===== config.mk =====
export PLATFORM = sky130hd
export DESIGN_NAME = pci_master_ctrl
export DESIGN_NICKNAME = d
export VERILOG_FILES = /design/src/rtl/pci_master_ctrl.sv
export SDC_FILE = /design/constraint.sdc
export NUM_CORES = 1
export LEC_CHECK = 0
export ABC_AREA = 1
export BUFFER_PORTS_ARGS = -buffer_cell sky130_fd_sc_hd__buf_2
export CORE_MARGIN = 8
export CORE_UTILIZATION = 48
export DETAILED_ROUTE_END_ITERATION = 8
export PLACE_DENSITY_LB_ADDON = 0.2
export SLEW_MARGIN = 10
export SYNTH_ARGS = -nofsm -noshare
export SYNTH_HDL_FRONTEND = slang
export SYNTH_SLANG_ARGS = --single-unit

===== constraint.sdc =====
create_clock -name aclk -period 2.55 [get_ports aclk]
set_input_delay 0.255 -clock aclk [delete_from_list [all_inputs] [get_ports aclk]]
set_output_delay 0.255 -clock aclk [all_outputs]
set_load 0.05 [all_outputs]

===== src/rtl/pci_master_ctrl.sv =====
// pci_master_ctrl: initiator-side sequencer for the PCI core's user master ports.
// Turns one burst command into REQUEST/COMPLETE/M_READY/M_CBE sequencing,
// streams write/read data, and re-requests disconnected transfers.
// Optional feature: define PCI_MST_READ_MULTIPLE_EN to issue Memory Read
// Multiple for multi-word reads.
module pci_master_ctrl #(
  parameter int MAX_BURST   = 16,
  parameter int RETRY_LIMIT = 8
) (
  input  logic        aclk,
  input  logic        aresetn,
  input  logic        cmd_valid,
  output logic        cmd_ready,
  input  logic [31:0] cmd_addr,
  input  logic        cmd_write,
  input  logic [4:0]  cmd_len,
  input  logic [31:0] wr_data,
  input  logic        wr_valid,
  output logic        wr_ready,
  output logic [31:0] rd_data,
  output logic        rd_valid,
  output logic        done_valid,
  output logic [1:0]  done_status,
  output logic        REQUEST,
  output logic        REQUESTHOLD,
  output logic        COMPLETE,
  output logic        M_WRDN,
  output logic        M_READY,
  output logic [3:0]  M_CBE,
  output logic [31:0] m_adio,
  input  logic        M_DATA_VLD,
  input  logic        M_SRC_EN,
  input  logic        M_DATA,
  input  logic        M_ADDR_N,
  input  logic        TIME_OUT,
  input  logic        STOPQ_N,
  input  logic        DEVSELQ_N,
  input  logic        I_IDLE,
  input  logic [31:0] ADIO_OUT,
  input  logic [39:0] CSR
);

  localparam int RW = $clog2(RETRY_LIMIT + 1) + 1;

  typedef enum logic [2:0] {
    ST_IDLE, ST_REQ, ST_ADDR, ST_DATA, ST_WAIT_END, ST_GAP, ST_DONE
  } state_t;

  state_t          r_state, w_next;
  logic [29:0]     r_addr;
  logic            r_write;
  logic [4:0]      r_rem;
  logic [RW-1:0]   r_retry;
  logic            r_devsel_seen;
  logic            r_tabort;
  logic            r_bme_lost;
  logic            r_mdata_d;
  logic            r_gap;
  logic [1:0]      r_status;
  logic [1:0]      w_end_status;
  logic            w_retry;
  logic [4:0]      w_len;
  logic            w_in_data;
  logic            w_addr_phase;
  logic [3:0]      w_cmd;
  logic            w_unused;

  assign w_unused = &{1'b0, M_SRC_EN, CSR[39:3], CSR[1:0], cmd_addr[1:0]};

  assign w_len = (cmd_len == 5'd0) ? 5'd1 :
                 (cmd_len > 5'(MAX_BURST)) ? 5'(MAX_BURST) : cmd_len;

`ifdef PCI_MST_READ_MULTIPLE_EN
  assign w_cmd = r_write ? 4'b0111 : ((r_rem > 5'd1) ? 4'b1100 : 4'b0110);
`else
  assign w_cmd = r_write ? 4'b0111 : 4'b0110;
`endif

  // State register
  always_ff @(posedge aclk) begin
    if (!aresetn) r_state <= ST_IDLE;
    else          r_state <= w_next;
  end

  // Next-state logic and end-of-attempt classification
  always_comb begin
    w_next       = r_state;
    w_end_status = 2'b00;
    w_retry      = 1'b0;
    case (r_state)
      ST_IDLE:  if (cmd_valid && CSR[2]) w_next = ST_REQ;
      ST_REQ:   w_next = ST_ADDR;
      ST_ADDR:  if (!M_ADDR_N) w_next = ST_DATA;
      ST_DATA:  if ((r_mdata_d && !M_DATA) || TIME_OUT) w_next = ST_WAIT_END;
      ST_WAIT_END: begin
        w_next = ST_DONE;
        if (r_rem == 5'd0)       w_end_status = 2'b00;
        else if (!r_devsel_seen) w_end_status = 2'b10;
        else if (r_tabort)       w_end_status = 2'b11;
        else begin
          w_retry = 1'b1;
          if (r_retry >= RW'(RETRY_LIMIT) || r_bme_lost || !CSR[2])
            w_end_status = 2'b01;
          else
            w_next = ST_GAP;
        end
      end
      ST_GAP: begin
        if (r_bme_lost || !CSR[2]) begin
          w_next       = ST_DONE;
          w_end_status = 2'b01;
        end else if (r_gap && I_IDLE) begin
          w_next = ST_REQ;
        end
      end
      ST_DONE:  w_next = ST_IDLE;
      default:  w_next = ST_IDLE;
    endcase
  end

  // Command, progress and attempt-status registers
  always_ff @(posedge aclk) begin
    if (!aresetn) begin
      r_addr        <= '0;
      r_write       <= 1'b0;
      r_rem         <= '0;
      r_retry       <= '0;
      r_devsel_seen <= 1'b0;
      r_tabort      <= 1'b0;
      r_bme_lost    <= 1'b0;
      r_mdata_d     <= 1'b0;
      r_gap         <= 1'b0;
      r_status      <= 2'b00;
    end else begin
      r_mdata_d <= M_DATA;
      r_gap     <= (r_state == ST_GAP);
      if (r_state != ST_IDLE && !CSR[2]) r_bme_lost <= 1'b1;
      case (r_state)
        ST_IDLE: begin
          if (cmd_valid && CSR[2]) begin
            r_addr     <= cmd_addr[31:2];
            r_write    <= cmd_write;
            r_rem      <= w_len;
            r_retry    <= '0;
            r_bme_lost <= 1'b0;
            r_status   <= 2'b00;
          end
        end
        ST_REQ: begin
          r_devsel_seen <= 1'b0;
          r_tabort      <= 1'b0;
        end
        ST_ADDR: if (!DEVSELQ_N) r_devsel_seen <= 1'b1;
        ST_DATA: begin
          if (!DEVSELQ_N) r_devsel_seen <= 1'b1;
          // target abort: STOP with DEVSEL released after DEVSEL was claimed
          if (r_devsel_seen && !STOPQ_N && DEVSELQ_N) r_tabort <= 1'b1;
          if (M_DATA_VLD && r_rem != 5'd0) begin
            r_addr <= r_addr + 30'd1;
            r_rem  <= r_rem - 5'd1;
          end
        end
        ST_WAIT_END: if (w_retry) r_retry <= r_retry + RW'(1);
        default: ;
      endcase
      if (w_next == ST_DONE && r_state != ST_DONE) r_status <= w_end_status;
    end
  end

  assign w_in_data    = (r_state == ST_DATA);
  assign w_addr_phase = (r_state == ST_ADDR) && !M_ADDR_N;

  assign cmd_ready   = aresetn && (r_state == ST_IDLE) && CSR[2];
  assign REQUEST     = (r_state == ST_REQ);
  assign REQUESTHOLD = 1'b0;
  assign COMPLETE    = w_in_data && ((r_rem <= 5'd1) || (r_rem == 5'd2 && M_DATA_VLD));
  assign M_WRDN      = w_in_data && r_write;
  assign M_READY     = w_in_data && (!r_write || wr_valid);
  assign wr_ready    = w_in_data && r_write && M_DATA_VLD;
  assign rd_valid    = w_in_data && !r_write && M_DATA_VLD;
  assign rd_data     = (w_in_data && !r_write) ? ADIO_OUT : '0;
  assign M_CBE       = w_addr_phase ? w_cmd : (w_in_data ? 4'b0000 : 4'b1111);
  assign m_adio      = w_addr_phase ? {r_addr, 2'b00} :
                       ((w_in_data && r_write) ? wr_data : '0);
  assign done_valid  = (r_state == ST_DONE);
  assign done_status = r_status;

endmodule


==> impl_metrics.toml, run 1 <==
[layout]
final_nets = 1046
area_growth_pct = 28.7
most-common-layout-cells = "buf_2, nand2_1, nor2_1, inv_1, o21ai_0"
n_fill_cell = 818
drive_gt1_frac = 0.251
layout_commonest_cell = "buf_2"

[synth]
synth.top_cell.area_share = 0.258
synth_area_mm2 = 0.00396
synthTopCellsByArea = "dfxtp_1, nand2_1, nor2_1"
synthSimpleGateAreaFrac = 0.399
synth_top_family_by_area = "simple AND/OR/NAND/NOR gates"
yosysTopAreaCell = "dfxtp_1"
syn_area_per_cell_um2 = 5.60
yosys.area_share.adder = 0.0221
synth_mux_area_frac = 0
synth_seq_cells = 51
synthCells = 708
yosysUniqueCellTypes = 40
synth_compound_area_frac = 0.183
synthXorXnorAreaFrac = 0.0133
synth_nets = 869
ys_seq_area_frac = 0.258
ys_warn_count = 0

[sta]
fin_tns_setup_ns = 0
skew_ns = 0.0157
period_minus_slack_ns = 2.42
hold_ws_ns = 0.116
worst_slew_pin_slew_ns = 0.626
drv_slew = 0
finalHoldViolations = 0
grt_setup_unrepaired = "false"
final-setup-viol-count = 0
clock.fmax_mhz = 413
slew_headroom = 0.582
period_share = 0.949

[floorplanning]
die_w_um = 107
ios = 233
start_util = 0.490
core_mm2 = 0.00809
row_count = 33
die_area_mm2 = 0.0114
die_height_um = 107

[setup_path]
required_ns = 2.30
crit_path_start_kind = "flop"
path_class = "flop to output port"
end_kind = "output port"
path_max_fanout = 28
cp_data_arrival_time_ns = 2.16

[power]
power.density_mw_per_mm2 = 384
vdd_ir_drop_max_uv = 276
p_leak_nw = 2.47
finalPower_w = 0.00196

[job]
cap_violations = 0

[grt]
grtUsageTotal = 0.250
grt_first_pass_wirelength_um = 23700
grt_max_degree = 38
grt.overflow.total = 0
grt_antenna_before_repair = 1
grt_pass1_vias = 4831

[place]
dpl.hpwl_um = 11700
portBuffers = 189
gp_congestion = 0.933

[clock_network]
cts.sinks = 51
clockBufferDepth = 2
cts_root_buf = "clkbuf_8"
path_clk_slew_ns = 0.12
cts-hold-fix-buffers = 0
cts_tree = "built"
post_cts_buffers = 0
insertion_delay_ns = 0.33
htree_levels = 2
cts_made_buffers = 5

[route]
routed_wirelength_um = 14800
drt_iter0_markers = 322
ant_nets = 0
vias = 5062
wl_per_cell_um = 14.9
vias_per_cell = 5.10
dr.pass1.iters = 5
remaining_drc_errors = 0

[min_path]
hp-class = "input pin to flop"

[run_status]
status = "finished, final reports clean"
## synth_stat cells
library cell	count
o21bai_1	2
dfxtp_1	51
nand3_2	1
o21ai_0	55
nor2_1	143
clkbuf_1	13
o211ai_1	2
o21ai_2	1
a211oi_1	3
a31oi_1	7
buf_2	11
inv_1	91
xnor2_1	1
buf_1	1
inv_2	3
nand4_1	2
or2_2	3
nand2_1	186
nand3_1	41
o32ai_1	1
a41oi_1	1
nor2_2	1
nor2_4	1
clkinv_1	1
a21oi_1	45
a32o_1	2
nand2_4	1
conb_1	1
nor3_4	1
xor2_1	5
o22ai_1	2
nand2_2	2
buf_6	1
nand3b_1	1
buf_4	2
nor3_1	7
ha_1	7
a21boi_0	1
o21ai_1	2
a22o_1	6
## path summary, 6_finish.rpt
kind | start | to | slack [ns] | cells after the start
min reg2reg | done_status[0] | done_status[0] | 0.47 | 2
max | r_state[0] | m_adio[7] | 0.13 | 8
max reg2reg | r_rem[0] | r_addr[26] | 0.38 | 8
min | M_DATA | r_mdata_d | 0.12 | 3
## flip-flops by register name, summed over array words and instances (netlist names)
register	cells
r_mdata_d	1
r_retry	5
r_write	1
r_bme_lost	1
done_status	2
r_devsel_seen	1
r_state	3
r_gap	1
r_addr	30
r_rem	5
r_tabort	1
## power by group
part	switching [W]	internal (W)	total, W
Clock	0.000331	0.000208	0.000539
Sequential	0.0000729	0.000852	0.000925
Combinational	0.000319	0.000177	0.000496
Total	0.000723	0.00124	0.00196
## logic make-up after synthesis
family          count (synthesis)
compound gates                130
simple gates                  390
flops                          51
other cells                     1
buf+inv                       123
xor+xnor                        6
fa+ha+maj                       7
## critical path, stage by stage, from the launching register on
cell and delay, ns:
dfxtp_1 0.51, nand2_2 0.15, inv_1 0.11, nand2_2 0.07, nor2_2 0.27, buf_12 0.23
nand2_1 0.08, o21ai_0 0.12, clkbuf_4 0.30
## repair_timing
item / 4_1_cts / 5_1_grt
setup endpoints to repair: 21 / 22
resized for setup: 1 / 3
pin swaps: 0 / 0
## area by class of cell
cell class | count | area [um2] | area share
well taps | 105 | 131 | 0.0258
clock inverters | 3 | 28.8 | 0.00564
clock buffers | 5 | 68.8 | 0.0135
multi-input cells | 534 | 2460 | 0.483
repair buffers | 198 | 1030 | 0.202
diodes | 1 | 2.50 | 0.000491
inverters | 95 | 357 | 0.0699
flip-flops and latches | 51 | 1020 | 0.200
## metrics by stage
stage,area [um2],setup WS (ns),cells,util
2_1_floorplan,3960,0.145,708,-
3_3_place_gp,4990,0.334,983,0.616
3_5_place_dp,4990,0.259,983,0.616
4_1_cts,5090,0.0454,991,0.628
5_1_grt,5100,0.00362,992,0.630
6_report,5100,0.130,992,0.630
## per-layer routing
layer  up-vias  global-route usage  share of wire
met1      2240               0.320           0.44
met5         -                   0              0
met3        20              0.0504          0.080
met4         0              0.0643          0.015
met2       209               0.418           0.46
li1       2593                   -              -
Note: power is estimated with default switching activity, not from simulation.
==> run 2: changes to the inputs <==
--- a/config.mk
+++ b/config.mk
@@ -7,8 +7,10 @@
 export LEC_CHECK = 0
 export ABC_AREA = 1
 export BUFFER_PORTS_ARGS = -buffer_cell sky130_fd_sc_hd__buf_2
+export CELL_PAD_IN_SITES_DETAIL_PLACEMENT = 0
+export CELL_PAD_IN_SITES_GLOBAL_PLACEMENT = 1
 export CORE_MARGIN = 8
-export CORE_UTILIZATION = 48
+export CORE_UTILIZATION = 30
 export DETAILED_ROUTE_END_ITERATION = 8
 export PLACE_DENSITY_LB_ADDON = 0.2
 export SLEW_MARGIN = 10
==> impl_metrics.toml, run 2 (synthesis gave the netlist of run 1 again) <==
[setup_path]
crit_path_max_incr_delay_ns = 0.32
critPathTopFamily = "buffers and inverters"
required_ns = 2.30
end_kind = "output port"
cp_data_arrival_time_ns = 2.19
path_max_fanout = 17
critPathBufInv = 3
cp_common_cell = "nand2_1"
path_class = "flop to output port"
crit_path_start_kind = "flop"
slowest_stage = "dfxtp_1"
path_cells = "inv_1 > nand2_1 > nor2_2 > nand2_1 > buf_4 > o21ai_0 > clkbuf_4"

[clock_network]
path_clk_slew_ns = 0.08
cts_root_buf = "clkbuf_16"
htree_levels = 2
cts_tree = "built"
cts.sinks = 51
clockBufferDepth = 2
cts_made_buffers = 5
insertion_delay_ns = 0.29

[power]
vdd_ir_drop_max_uv = 341
p_leak_nw = 2.50
finalPower_w = 0.00212
p_seq_frac = 0.436
pwr-share-comb = 0.236
pwr-share-clk = 0.329
switching_share = 0.340
power.density_mw_per_mm2 = 405
switchingPower_w = 0.000723
p_int_w = 0.00140

[sta]
clock.fmax_mhz = 409
slew_headroom = 0.580
timing.final.ws_setup_ns = 0.105
finalHoldViolations = 0
skew_ns = 0.00669
final-setup-viol-count = 0
drv_slew = 0
fin_tns_setup_ns = 0
worst_slew_pin_slew_ns = 0.630
period_minus_slack_ns = 2.45
grt_setup_unrepaired = "false"
period_share = 0.959

[layout]
final_nets = 1048
n_antenna_cell = 0
layout_commonest_cell = "buf_2"
largest_reg_flops = 30
fin_cells = 1064
drive_gt1_frac = 0.252
area_growth_pct = 32.3
utilization = 0.401
most-common-layout-cells = "buf_2, nand2_1, nor2_1, inv_1, o21ai_0"
largestRegisters = "r_addr x30, r_rem x5, r_retry x5"
top_register = "r_addr"

[grt]
grtUsageTotal = 0.179
grt_first_pass_wirelength_um = 24600
grt_pass1_vias = 4873
grt_antenna_before_repair = 0
grt_max_degree = 37
grt.overflow.total = 0

[place]
dp_slack_ns = 0.388
portBuffers = 189
place_inst = 1056
dpl.hpwl_um = 12400
gp_congestion = 0.867

[route]
remaining_drc_errors = 0
wl_per_cell_um = 14.5
vias_per_cell = 4.63
vias = 4924
drt_iter0_markers = 259
routed_wirelength_um = 15500
dr.pass1.iters = 5
ant_nets = 0

[run_status]
status = "finished, final reports clean"

[floorplanning]
ios = 233
core_mm2 = 0.0131
die_height_um = 131
start_util = 0.303
row_count = 42
die_w_um = 131
die_area_mm2 = 0.0171

[job]
cap_violations = 0

[min_path]
hp-class = "input pin to flop"
run 2: cell types whose count changed in the layout (fill, tap and decap cells not counted):
cell and delta:
clkinv_2 +1, diode_2 -1, nand2_4 -1, clkbuf_8 -5
inv_6 -1, clkinv_4 +1, clkbuf_16 +5, inv_8 -1
dfxtp_2 +1, dfxtp_1 -1, nand2_1 +1, buf_4 +2
run 2: worst reg2reg max path, stage by stage (launching register included):
cell	delay, ns
dfxtp_1	0.33
inv_1	0.13
ha_1	0.17
nand3_1	0.21
nand3_2	0.15
nand2_4	0.05
inv_2	0.45
nor2_1	0.23
nand2_1	0.12
a21oi_1	0.06
run 2: power groups by stage:
stage                     sequential, W  clock [W]  combinational [W]
final                          0.000926   0.000698           0.000501
after detailed placement       0.000942          0           0.000503
after floorplan                0.000914          0           0.000332
after global routing           0.000934   0.000760           0.000566
after global placement         0.000941          0           0.000495
after CTS                      0.000924   0.000725           0.000505
run 2: final cells by class:
class                           instances  area [um2]
Tap cell                              176         220
Multi-Input combinational cell        534        2450
Clock buffer                            5         125
Timing Repair Buffer                  200        1040
Sequential cell                        51        1020
Clock inverter                          3        22.5
Fill cell                            1482        7840
Inverter                               95         357
run 2: final timing paths:
path | from | slack [ns] | to | depth (start not counted)
setup reg to reg | r_rem[0] | 0.55 | r_addr[29] | 9
hold / removal | M_DATA | 0.16 | r_mdata_d | 3
hold reg to reg | done_status[0] | 0.48 | done_status[0] | 2
setup / recovery | r_state[2] | 0.10 | m_adio[31] | 7
run 2: metal layers:
metal / GRT usage / up-vias / part of all wire
li1: - / 2593 / -
met1: 0.225 / 2190 / 0.45
met2: 0.323 / 139 / 0.48
met3: 0.0308 / 2 / 0.069
met4: 0.0203 / 0 / 0.0028
met5: 0 / - / 0
run 2: through the flow:
| stage | area (um2) | hold WS (ns) |
|---|---|---|
| after CTS | 5240 | 0.166 |
| after detailed placement | 5090 | 0.455 |
| after floorplan | 3960 | 0.348 |
| after global placement | 5090 | 0.453 |
| after global routing | 5240 | 0.186 |
| final | 5240 | 0.164 |
run 2: what timing repair did:
| action | in CTS | in global routing |
|---|---|---|
| setup buffers | 0 | 0 |
| hold buffers | 0 | 0 |
| resized for setup | 0 | 3 |
| endpoints found under the setup margin | 0 | 8 |
